## src/rtl/alm_product_accumulator_pkg.sv

```systemverilog
// Shared types and default widths for the ALM_SOA product accumulator.
package alm_product_accumulator_pkg;

    typedef enum logic [1:0] {
        IDLE  = 2'd0,
        ACCUM = 2'd1,
        HOLD  = 2'd2
    } state_t;

    localparam int P_W_DEF     = 17;
    localparam int ACC_W_DEF   = 24;
    localparam int MAX_LEN_DEF = 256;
    localparam int CNT_W_DEF   = 9;

endpackage

```

## src/rtl/alm_product_accumulator_if.sv

```systemverilog
// Product stream in, frame result out: both valid/ready handshakes plus flush.
interface alm_product_accumulator_if #(
    parameter int P_W   = 17,
    parameter int ACC_W = 24,
    parameter int CNT_W = 9
);
    logic                    flush;
    logic                    in_valid;
    logic                    in_ready;
    logic signed [P_W-1:0]   in_p;
    logic                    in_last;
    logic                    out_valid;
    logic                    out_ready;
    logic signed [ACC_W-1:0] out_acc;
    logic [CNT_W-1:0]        out_count;
    logic                    out_sat;

    modport master (
        output flush, in_valid, in_p, in_last, out_ready,
        input  in_ready, out_valid, out_acc, out_count, out_sat
    );

    modport slave (
        input  flush, in_valid, in_p, in_last, out_ready,
        output in_ready, out_valid, out_acc, out_count, out_sat
    );
endinterface

```

## src/rtl/alm_sat_add.sv

```systemverilog
// Combinational signed adder that clamps to the ACC_W range instead of wrapping.
module alm_sat_add #(
    parameter int ACC_W = 24
) (
    input  logic signed [ACC_W-1:0] a,
    input  logic signed [ACC_W-1:0] b,
    output logic signed [ACC_W-1:0] sum_sat,
    output logic                    ovf
);

    logic signed [ACC_W:0] wide;

    // The two top bits of the one-bit-wider sum disagree exactly when ACC_W overflowed.
    function automatic logic [ACC_W:0] sat_clip(input logic signed [ACC_W:0] s);
        case ({s[ACC_W], s[ACC_W-1]})
            2'b01:   return {1'b1, 1'b0, {(ACC_W-1){1'b1}}};
            2'b10:   return {1'b1, 1'b1, {(ACC_W-1){1'b0}}};
            default: return {1'b0, s[ACC_W-1:0]};
        endcase
    endfunction

    assign wide           = {a[ACC_W-1], a} + {b[ACC_W-1], b};
    assign {ovf, sum_sat} = sat_clip(wide);

endmodule

```

## src/rtl/alm_product_accumulator.sv

```systemverilog
// Sums one frame of signed ALM_SOA products into a saturating accumulator and hands out one result per frame.
module alm_product_accumulator
    import alm_product_accumulator_pkg::*;
#(
    parameter int P_W     = P_W_DEF,
    parameter int ACC_W   = ACC_W_DEF,
    parameter int MAX_LEN = MAX_LEN_DEF,
    parameter int CNT_W   = CNT_W_DEF
) (
    input logic                  clk,
    input logic                  rst_n,
    alm_product_accumulator_if.slave bus
);

    state_t                  state;
    logic signed [ACC_W-1:0] acc;
    logic signed [ACC_W-1:0] p_ext;
    logic signed [ACC_W-1:0] sum;
    logic [CNT_W-1:0]        count;
    logic [CNT_W-1:0]        count_nxt;
    logic                    sat;
    logic                    ovf;
    logic                    accept;
    logic                    rel;
    logic                    first_close;
    logic                    next_close;

    assign p_ext       = {{(ACC_W-P_W){bus.in_p[P_W-1]}}, bus.in_p};
    assign count_nxt   = count + CNT_W'(1);
    assign first_close = bus.in_last || (MAX_LEN == 1);
    assign next_close  = bus.in_last || (count_nxt == CNT_W'(MAX_LEN));

    // In HOLD the input is only open when the result leaves in the same cycle.
    assign bus.in_ready  = !bus.flush && ((state != HOLD) || bus.out_ready);
    assign bus.out_valid = (state == HOLD);
    assign bus.out_acc   = acc;
    assign bus.out_count = count;
    assign bus.out_sat   = sat;

    assign accept = bus.in_valid && bus.in_ready;
    assign rel    = bus.out_valid && bus.out_ready && !bus.flush;

    alm_sat_add #(.ACC_W(ACC_W)) u_sat_add (
        .a       (acc),
        .b       (p_ext),
        .sum_sat (sum),
        .ovf     (ovf)
    );

    always_ff @(posedge clk or negedge rst_n) begin
        if (!rst_n) begin
            state <= IDLE;
            acc   <= '0;
            count <= '0;
            sat   <= 1'b0;
        end else if (bus.flush) begin
            state <= IDLE;
            acc   <= '0;
            count <= '0;
            sat   <= 1'b0;
        end else begin
            case (state)
                IDLE: begin
                    if (accept) begin
                        acc   <= p_ext;
                        count <= CNT_W'(1);
                        sat   <= 1'b0;
                        state <= first_close ? HOLD : ACCUM;
                    end
                end
                ACCUM: begin
                    if (accept) begin
                        acc   <= sum;
                        count <= count_nxt;
                        sat   <= sat | ovf;
                        state <= next_close ? HOLD : ACCUM;
                    end
                end
                HOLD: begin
                    // A beat accepted here opens the next frame with no idle cycle.
                    if (rel && accept) begin
                        acc   <= p_ext;
                        count <= CNT_W'(1);
                        sat   <= 1'b0;
                        state <= first_close ? HOLD : ACCUM;
                    end else if (rel) begin
                        acc   <= '0;
                        count <= '0;
                        sat   <= 1'b0;
                        state <= IDLE;
                    end
                end
                default: begin
                    state <= IDLE;
                end
            endcase
        end
    end

endmodule

```

## src/flat_wrapper.sv

```systemverilog
// flat-port wrapper written by rule: the top's interface ports become plain ports
module alm_product_accumulator_flat import alm_product_accumulator_pkg::*;
#(
    parameter int P_W     = P_W_DEF,
    parameter int ACC_W   = ACC_W_DEF,
    parameter int MAX_LEN = MAX_LEN_DEF,
    parameter int CNT_W   = CNT_W_DEF
)
  (clk, rst_n, bus_flush, bus_in_valid, bus_in_p, bus_in_last, bus_out_ready, bus_in_ready, bus_out_valid, bus_out_acc, bus_out_count, bus_out_sat);
  alm_product_accumulator_if #(.P_W(P_W), .ACC_W(ACC_W), .CNT_W(CNT_W)) bus_i ();
  input logic clk;
  input logic rst_n;
  input wire logic [$bits(bus_i.flush)-1:0] bus_flush;
  input wire logic [$bits(bus_i.in_valid)-1:0] bus_in_valid;
  input wire logic [$bits(bus_i.in_p)-1:0] bus_in_p;
  input wire logic [$bits(bus_i.in_last)-1:0] bus_in_last;
  input wire logic [$bits(bus_i.out_ready)-1:0] bus_out_ready;
  output wire logic [$bits(bus_i.in_ready)-1:0] bus_in_ready;
  output wire logic [$bits(bus_i.out_valid)-1:0] bus_out_valid;
  output wire logic [$bits(bus_i.out_acc)-1:0] bus_out_acc;
  output wire logic [$bits(bus_i.out_count)-1:0] bus_out_count;
  output wire logic [$bits(bus_i.out_sat)-1:0] bus_out_sat;
  assign bus_i.flush = bus_flush;
  assign bus_i.in_valid = bus_in_valid;
  assign bus_i.in_p = bus_in_p;
  assign bus_i.in_last = bus_in_last;
  assign bus_i.out_ready = bus_out_ready;
  assign bus_in_ready = bus_i.in_ready;
  assign bus_out_valid = bus_i.out_valid;
  assign bus_out_acc = bus_i.out_acc;
  assign bus_out_count = bus_i.out_count;
  assign bus_out_sat = bus_i.out_sat;
  alm_product_accumulator #(.P_W(P_W), .ACC_W(ACC_W), .MAX_LEN(MAX_LEN), .CNT_W(CNT_W)) u_core (.clk(clk), .rst_n(rst_n), .bus(bus_i));
endmodule
```

## config.mk

```make
export PLATFORM = sky130hd
export DESIGN_NAME = alm_product_accumulator_flat
export DESIGN_NICKNAME = d
export VERILOG_FILES = /design/src/rtl/alm_product_accumulator_pkg.sv /design/src/rtl/alm_product_accumulator_if.sv /design/src/rtl/alm_sat_add.sv /design/src/rtl/alm_product_accumulator.sv /design/src/flat_wrapper.sv
export SDC_FILE = /design/constraint.sdc
export NUM_CORES = 1
export LEC_CHECK = 0
export CORE_MARGIN = 4
export CORE_UTILIZATION = 45
export DETAILED_ROUTE_END_ITERATION = 10
export PLACE_DENSITY_LB_ADDON = 0.12
export SYNTH_ARGS = -nofsm -noshare
export SYNTH_HDL_FRONTEND = slang
export SYNTH_SLANG_ARGS = --single-unit
```

## constraint.sdc

```tcl
create_clock -name clk -period 11.4 [get_ports clk]
set_input_delay 2.28 -clock clk [delete_from_list [all_inputs] [get_ports clk]]
set_output_delay 2.28 -clock clk [all_outputs]
set_load 0.1 [all_outputs]
```

# Yosys cells after proc, flatten, opt, wreduce, memory -nomap -nowiden
# Index checks and enable logic that the tools add are counted.
[classes] addsub=2 n_eq_ne=9 n_mux=27 bitwise=1 n_reduce_logical=12
[ops] cell="$mux W24" n=5
[ops] cell="$pmux W24 S3" n=1
[ops] cell="$pmux W25 S2" n=1
[ops] cell="$mux W9" n=5
[ops] cell="$pmux W9 S3" n=1
[ops] cell="$add A24 B17 Y25" n=1
[ops] cell="$mux W2" n=7
[ops] cell="$add A9 B1 Y9 const B" n=1
[ops] cell="$eq A9 B9 Y1 const B" n=1
[ops] cell="$ne A3 B2 Y1 const B" n=2
[ops] cell="$pmux W2 S3" n=1
[ops] cell="$logic_and A1 B1 Y1" n=5
[ops] cell="$mux W1" n=5
[ops] cell="$eq A2 B1 Y1 const B" n=2
[ops] cell="$eq A2 B2 Y1 const B" n=2
[ops] cell="$ne A4 B4 Y1 const B" n=1
[ops] cell="$reduce_and A4 Y1" n=1
[ops] cell="$reduce_bool A4 Y1" n=1
[ops] cell="$pmux W1 S3" n=1
[ops] cell="$reduce_and A3 Y1" n=1
[ops] cell="$logic_not A2 Y1" n=1
[ops] cell="$logic_or A1 B1 Y1" n=2
[ops] cell="$ne A2 B2 Y1 const B" n=1
[ops] cell="$logic_not A1 Y1" n=1
[ops] cell="$or A1 B1 Y1" n=1
[totals] ff_bits=36 out_inout_bits=36 wordCells=55

# Logic depth before layout (Yosys ltp)
# Gate-level depths: netlist of the first run.
[depth] ltp_word=8 ltp_mapped=15 depth_no_buf=15

# Modules after synthesis
# From an unflattened synthesis of the first run, not the netlist that was laid out.
[unflattened] cells_unflattened=441 hier_area_um2=3487.1
[by_module_without_submodules] module="alm_product_accumulator" instances=1 cells_per_inst=205 area_each_um2=1898.1 seq_area_each_um2=900.9
[by_module_without_submodules] module="alm_sat_add" instances=1 cells_per_inst=236 area_each_um2=1589.0 seq_area_each_um2=0.0

# Worst setup path after synthesis of the first run
# No wires, ideal clock.
[synth_path] path_kind="input to output" startpoint="input port bus_out_ready" endpoint="output port bus_in_ready" t_arrival_ns=3.831 t_required_ns=9.120 slack_ns=5.289 stages=2 n_path_buf=0 path_cell_list="nand2b_1 -> nor2b_1"
[synth_between] elab_chain_cells=2
[synth_lines] item="start, declared" line="flat_wrapper.sv:17" text="input wire logic [$bits(bus_i.out_ready)-1:0] bus_out_ready;"
[synth_lines] item="$logic_or A1 B1 Y1" line="alm_product_accumulator.sv:34" text="assign bus.in_ready = !bus.flush && ((state != HOLD) || bus.out_ready);"
[synth_lines] item="$logic_and A1 B1 Y1" line="alm_product_accumulator.sv:34"
[synth_lines] item="end, declared" line="flat_wrapper.sv:18" text="output wire logic [$bits(bus_i.in_ready)-1:0] bus_in_ready;"
# No other way between the ends.

# Worst setup path after layout of the first run
[layout_path] startpoint="input port bus_flush" endpoint="output port bus_in_ready"
[layout_between] elab_chain_cells=2
[layout_lines] item="start, declared" line="flat_wrapper.sv:13" text="input wire logic [$bits(bus_i.flush)-1:0] bus_flush;"
[layout_lines] item="$logic_not A1 Y1" line="alm_product_accumulator.sv:34"
[layout_lines] item="$logic_and A1 B1 Y1" line="alm_product_accumulator.sv:34"
# No other way between the ends.

==> impl_metrics.yaml, run 1 <==
detailed_routing:
  antenna_left: 0
  drc_errors: 0
  drt_first_iter_violations: 209
  vias: 3109
  wl_um: 8440
  wl_per_cell_um: 15.9
  dr.pass1.iters: 4
  vias_per_cell: 5.84
yosys:
  yosysSeqAreaShare_pct: 27.9
  synth_area_leaders: "dfrtp_1 28%, ha_1 12%, a21oi_1 7.3%"
  synthAdderAreaFrac_pct: 12.6
  synthXorXnorAreaFrac_pct: 5.96
  synth_cell_types: 58
  synth_flop_cell: "dfrtp_1"
  synth_edf_count: 0
  ys.warnings.count: 0
  async_flop_share_pct: 100
  synth_mux_area_share_pct: 1.94
  syn_inst: 385
  netlist_area_um2: 3230
  synth_top_family_by_area: "compound AO/OA/AOI/OAI gates"
  synth_compound_area_share_pct: 31.4
  synth_simple_gate_area_share_pct: 16.7
  ys_ff_latch: 36
  syn_nets: 440
  synth_top_cell_by_area: "dfrtp_1"
  yosys.area.top_type_share_pct: 27.9
  syn_avg_cell_area_um2: 8.39
power:
  p_per_area_nw_per_um2: 216
  internal_power_mw: 0.393
  p_leak_nw: 1.72
  p_comb_share_pct: 66.4
  swShare_pct: 54.4
  p_seq_share_pct: 20.3
  p_sw_mw: 0.468
  vdd_drop_max_uv: 123
  p_total_mw: 0.861
  p_clk_share_pct: 13.2
floorplanning:
  fp.coreArea_um2: 6870
  num_rows: 30
  start_util_pct: 47.0
  chipWidth_um: 92.7
  fp.dieArea_um2: 8600
  die_y_um: 92.7
  ioPinCount: 59
critical_path:
  r2r-end: "u_core.bus.out_acc[14]"
  cp.arrival_ps: 4330
  reg2regPathDepth: 14
  crit_type: "in2out"
  critPathLaunchType: "input port"
  worstPathMaxFanout: 15
  worst_ep_required_time_ps: 9120
  r2r-start: "u_core.bus.out_acc[0]"
  end_kind: "output pin"
  r2r_setup_slack_ps: 6810
timing:
  setup_tns_ps: 0
  relSlewSlack_pct: 34.5
  drv_slew: 0
  maxClockFrequency_ghz: 0.151
  hold_ws_ps: 527
  clock_skew_ps: 5.25
  min_period_ps: 6610
  worstMarginPinSlew_ps: 979
  timing.final.crit_share_pct: 58.0
  rsz0062_at_grt: "no"
  setup_violations: 0
  final_hold_viol_count: 0
hold_path:
  hold_end: "u_core.bus.out_acc[18]"
  whs_path_depth: 2
  min_path_type: "reg2reg"
  min-delay-start: "u_core.bus.out_acc[18]"
cells_and_area:
  fillers: 631
  drive_gt1_share_pct: 6.65
  fin_util_pct: 58.1
  area_growth_pct: 23.4
  final_area_um2: 3990
  diodes: 0
  nNetsFinal: 490
cts:
  cts_buffers: 5
  cts_hold_buffers: 0
  cts_tree: "done"
  clk_pin_slew_ps: 70
  clock-root-buffer: "clkbuf_8"
  cts_resized: 0
  htree_levels: 2
  cts_buffer_depth: 2
  clk_latency_ps: 290
  cts_sinks: 36
  cts_setup_buffers: 0
place:
  dpl_cell_area_um2: 3880
  numPortBuffers: 58
  gp_congestion: 0.875
  hpwl_um: 6360
global_route:
  antenna_found_initial: 0
  grt_usage_pct: 20.1
  grt_pass1_vias: 2870
  grt_max_degree: 37
  grt_pass1_wl_um: 14200
  grt_overflow_total: 0
outcome:
  status: "complete, no violations"
run:
  maxCapViolCount: 0
state kept, by name (all words and copies together), names as in the netlist:
signal	count
u_core.state	2
u_core.bus.out_acc	24
u_core.bus.out_count	9
u_core.bus.out_sat	1
per-stage QoR:
step,std cells,setup WS [ps]
floorplan,385,5290
global placement,524,4650
detailed placement,524,4480
CTS,532,4770
global route,532,4500
finish,532,4790
kinds of logic (layout without fill, tap and decap cells):
logic type      after synthesis  count (layout)
buf+inv                      30              81
compound gates              146             146
xor+xnor                     22              22
mux                           6               6
flops                        36              36
simple gates                113             113
fa+ha+maj                    32              32
cells in the mapped netlist (2+ instances only):
library cell and n:
o211ai_1 2, and3_1 4, xnor2_1 14, xor2_1 8, a2bb2oi_1 2, nor2b_1 4, mux2_2 2, mux2i_1 4
o31ai_2 4, a211o_1 2, nand4_1 5, o21ai_0 30, nand2_1 40, nor3_1 8, a21oi_1 47, and2_1 5
o21a_1 3, a22oi_1 3, or2_2 4, or3_1 2, a31oi_1 4, clkbuf_1 16, nor2_1 22, o31ai_1 6
ha_1 31, a21o_1 6, inv_1 14, dfrtp_1 36, o41ai_1 3, nand3_1 9, nand2b_1 5, a221o_1 8
a211oi_1 7
power groups by stage:
stage / sequential, mW / combinational, mW / clock, mW
floorplan: 0.341 / 0.277 / 0
global placement: 0.176 / 0.564 / 0
detailed placement: 0.177 / 0.568 / 0
CTS: 0.175 / 0.571 / 0.117
global route: 0.179 / 0.615 / 0.123
finish: 0.175 / 0.572 / 0.114
layout make-up:
cell class              instances  area, um^2  share of cell area [%]
clock inverters                 2        35.0                   0.878
multi-input cells             319        2220                    55.8
clock buffers                   6        72.6                    1.82
flip-flops and latches         36         901                    22.6
well taps                      96         120                    3.01
repair buffers                 59         583                    14.6
inverters                      14        52.6                    1.32
cells in the final DEF (no fill, tap or decap), types with 2 or more instances in the layout:
cell type	synthesis	final
a21o_1	6	6
a211oi_1	7	7
o31ai_2	4	4
clkdlybuf4s50_1	0	57
a2bb2oi_1	2	2
or2_2	4	4
a22oi_1	3	3
dfrtp_1	36	36
nor3_1	8	8
and3_1	4	4
clkbuf_8	0	5
nand4_1	5	5
ha_1	31	31
and2_1	5	5
nor2_1	22	22
a31oi_1	4	3
o21ai_0	30	30
nor2b_1	4	4
nand3_1	9	9
mux2_2	2	2
a221o_1	8	8
o31ai_1	6	6
or3_1	2	2
a211o_1	2	2
mux2i_1	4	4
o41ai_1	3	3
a21oi_1	47	47
nand2b_1	5	5
xor2_1	8	8
o211ai_1	2	2
inv_1	14	14
a31oi_2	1	2
nand2_1	40	40
o21a_1	3	3
xnor2_1	14	14
worst max path at each step:
stage	cells past startpoint	to	from	slack (ps)
detailed placement	15	u_core.bus.out_acc[14]	bus_in_p[0]	4480
finish	3	bus_in_ready	bus_flush	4790
global route	15	u_core.bus.out_acc[14]	bus_in_p[0]	4500
CTS	3	bus_in_ready	bus_flush	4770
floorplan	2	bus_in_ready	bus_out_ready	5290
global placement	15	u_core.bus.out_acc[14]	bus_in_p[0]	4650
critical path, stage by stage:
cell	delay [ps]
clkdlybuf4s50_1	690
nor2b_1	210
clkdlybuf4s50_1	1150
routing by layer:
metal / vias up / routed length [um] / GRT usage (%)
li1: 1543 / - / -
met1: 1477 / 4060 / 28.5
met2: 82 / 3860 / 31.8
met3: 7 / 421 / 3.57
met4: 0 / 88 / 4.64
met5: - / 0 / 0
(Power assumes the default switching activity.)
==> run 2, diff against run 1 <==
- clock period: 11.4 -> 6.89 ns (I/O delays scaled with it)
==> run 2 against run 1 <==
Combinational power rose by 66%. Largest power group unchanged. Critical path depth rose by 12. Highest routed layer unchanged. Clock skew rose by 0.99 ps.
==> impl_metrics.yaml, run 2 (synthesized netlist as in run 1, its figures left out) <==
critical_path:
  end_kind: "register"
  r2r-start: "u_core.bus.out_acc[0]"
  r2r-end: "u_core.bus.out_acc[12]"
  worstPathMaxFanout: 22
  crit_type: "in2reg"
  critPathLaunchType: "input port"
  worst_ep_required_time_ps: 7060
  cp.arrival_ps: 5960
  r2r_setup_slack_ps: 2200
  reg2regPathDepth: 14
cts:
  clk_latency_ps: 290
  cts_setup_buffers: 0
  cts_resized: 0
  clk_pin_slew_ps: 70
  clock-root-buffer: "clkbuf_8"
  htree_levels: 2
  cts_buffers: 5
  cts_tree: "done"
  cts_sinks: 36
  cts_buffer_depth: 2
  cts_hold_buffers: 0
cells_and_area:
  drive_gt1_share_pct: 6.65
  diodes: 0
  area_growth_pct: 23.4
  final_cell_mix: "57 x clkdlybuf4s50_1, 47 x a21oi_1, 40 x nand2_1"
  nNetsFinal: 490
  final_area_um2: 3990
  layout_commonest_cell: "clkdlybuf4s50_1"
  largest_register_ffs: 24
floorplanning:
  start_util_pct: 47.0
  fp.coreArea_um2: 6870
  chipWidth_um: 92.7
  num_rows: 30
  ioPinCount: 59
  fp.dieArea_um2: 8600
  die_y_um: 92.7
detailed_routing:
  vias: 3111
  vias_per_cell: 5.85
  wl_per_cell_um: 16.0
  drc_errors: 0
  antenna_left: 0
  wl_um: 8500
  drt_first_iter_violations: 110
  dr.pass1.iters: 4
timing:
  relSlewSlack_pct: 34.6
  clock_skew_ps: 6.24
  rsz0062_at_grt: "no"
  setup_violations: 0
  hold_ws_ps: 516
  layout_setup_ws_ps: 1100
  maxClockFrequency_ghz: 0.173
  worstMarginPinSlew_ps: 977
  timing.final.crit_share_pct: 84.0
  min_period_ps: 5790
  final_hold_viol_count: 0
  setup_tns_ps: 0
  drv_slew: 0
place:
  dpl_cell_area_um2: 3880
  hpwl_um: 6310
  numPortBuffers: 58
  dp_slack_ps: 834
  gp_congestion: 0.869
power:
  p_leak_nw: 1.72
  p_per_area_nw_per_um2: 357
  vdd_drop_max_uv: 202
global_route:
  grt_max_degree: 37
  grt_pass1_wl_um: 14400
  grt_pass1_vias: 3005
  grt_overflow_total: 0
  antenna_found_initial: 0
  grt_usage_pct: 20.2
hold_path:
  whs_path_depth: 2
  min-delay-start: "u_core.bus.out_acc[18]"
  min_path_type: "reg2reg"
  hold_end: "u_core.bus.out_acc[18]"
outcome:
  status: "complete, no violations"
run:
  maxCapViolCount: 0
==> run 2: cell counts in the layout (fill, tap and decap cells not counted) <==
No cell type changed its count.
==> run 2: worst max-delay path: stages <==
cell	delay (ps)
clkdlybuf4s50_1	420
ha_1	220
fa_1	420
a21o_1	220
a221oi_4	370
o31ai_2	160
o211a_1	260
o21a_1	200
o31ai_2	240
inv_1	70
ha_1	570
o211ai_1	690
or3_1	360
a21oi_1	90
a221o_1	290
==> run 2: metal layers <==
| metal | routed length [um] | GRT usage [%] |
|---|---|---|
| met1 | 4140 | 27.6 |
| met2 | 3920 | 33.3 |
| met4 | 57 | 4.76 |
| met5 | 0 | 0 |
| met3 | 377 | 3.33 |
==> run 2: final cells by class <==
type / instances / area [um^2]
fillers: 630 / 2880
multi-input cells: 319 / 2220
flip-flops and latches: 36 / 901
repair buffers: 59 / 583
well taps: 96 / 120
clock buffers: 6 / 72.6
inverters: 14 / 52.6
clock inverters: 2 / 35.0
==> run 2: power by group <==
part	total (mW)	internal [mW]	switching, mW
clock network	0.188	0.107	0.0801
logic	0.949	0.292	0.657
registers	0.289	0.251	0.0382
==> run 2: how the worst max path moves through the flow <==
stage | startpoint | end | slack, ps | depth (start not counted)
finish | bus_in_p[0] | u_core.bus.out_acc[12] | 1100 | 15
global route | bus_in_p[0] | u_core.bus.out_acc[12] | 820 | 15
CTS | bus_in_p[0] | u_core.bus.out_acc[12] | 1140 | 15
detailed placement | bus_in_p[0] | u_core.bus.out_acc[12] | 830 | 15
global placement | bus_in_p[0] | u_core.bus.out_acc[14] | 1060 | 15
floorplan | bus_in_p[0] | u_core.bus.out_acc[10] | 2040 | 15
==> run 2: per-stage QoR <==
step	instances	power [mW]	util (%)
3_5_place_dp	524	1.23	56.5
6_report	532	1.43	58.1
3_3_place_gp	524	1.22	56.5
2_1_floorplan	385	1.02	-
4_1_cts	532	1.43	58.1
5_1_grt	532	1.52	58.1
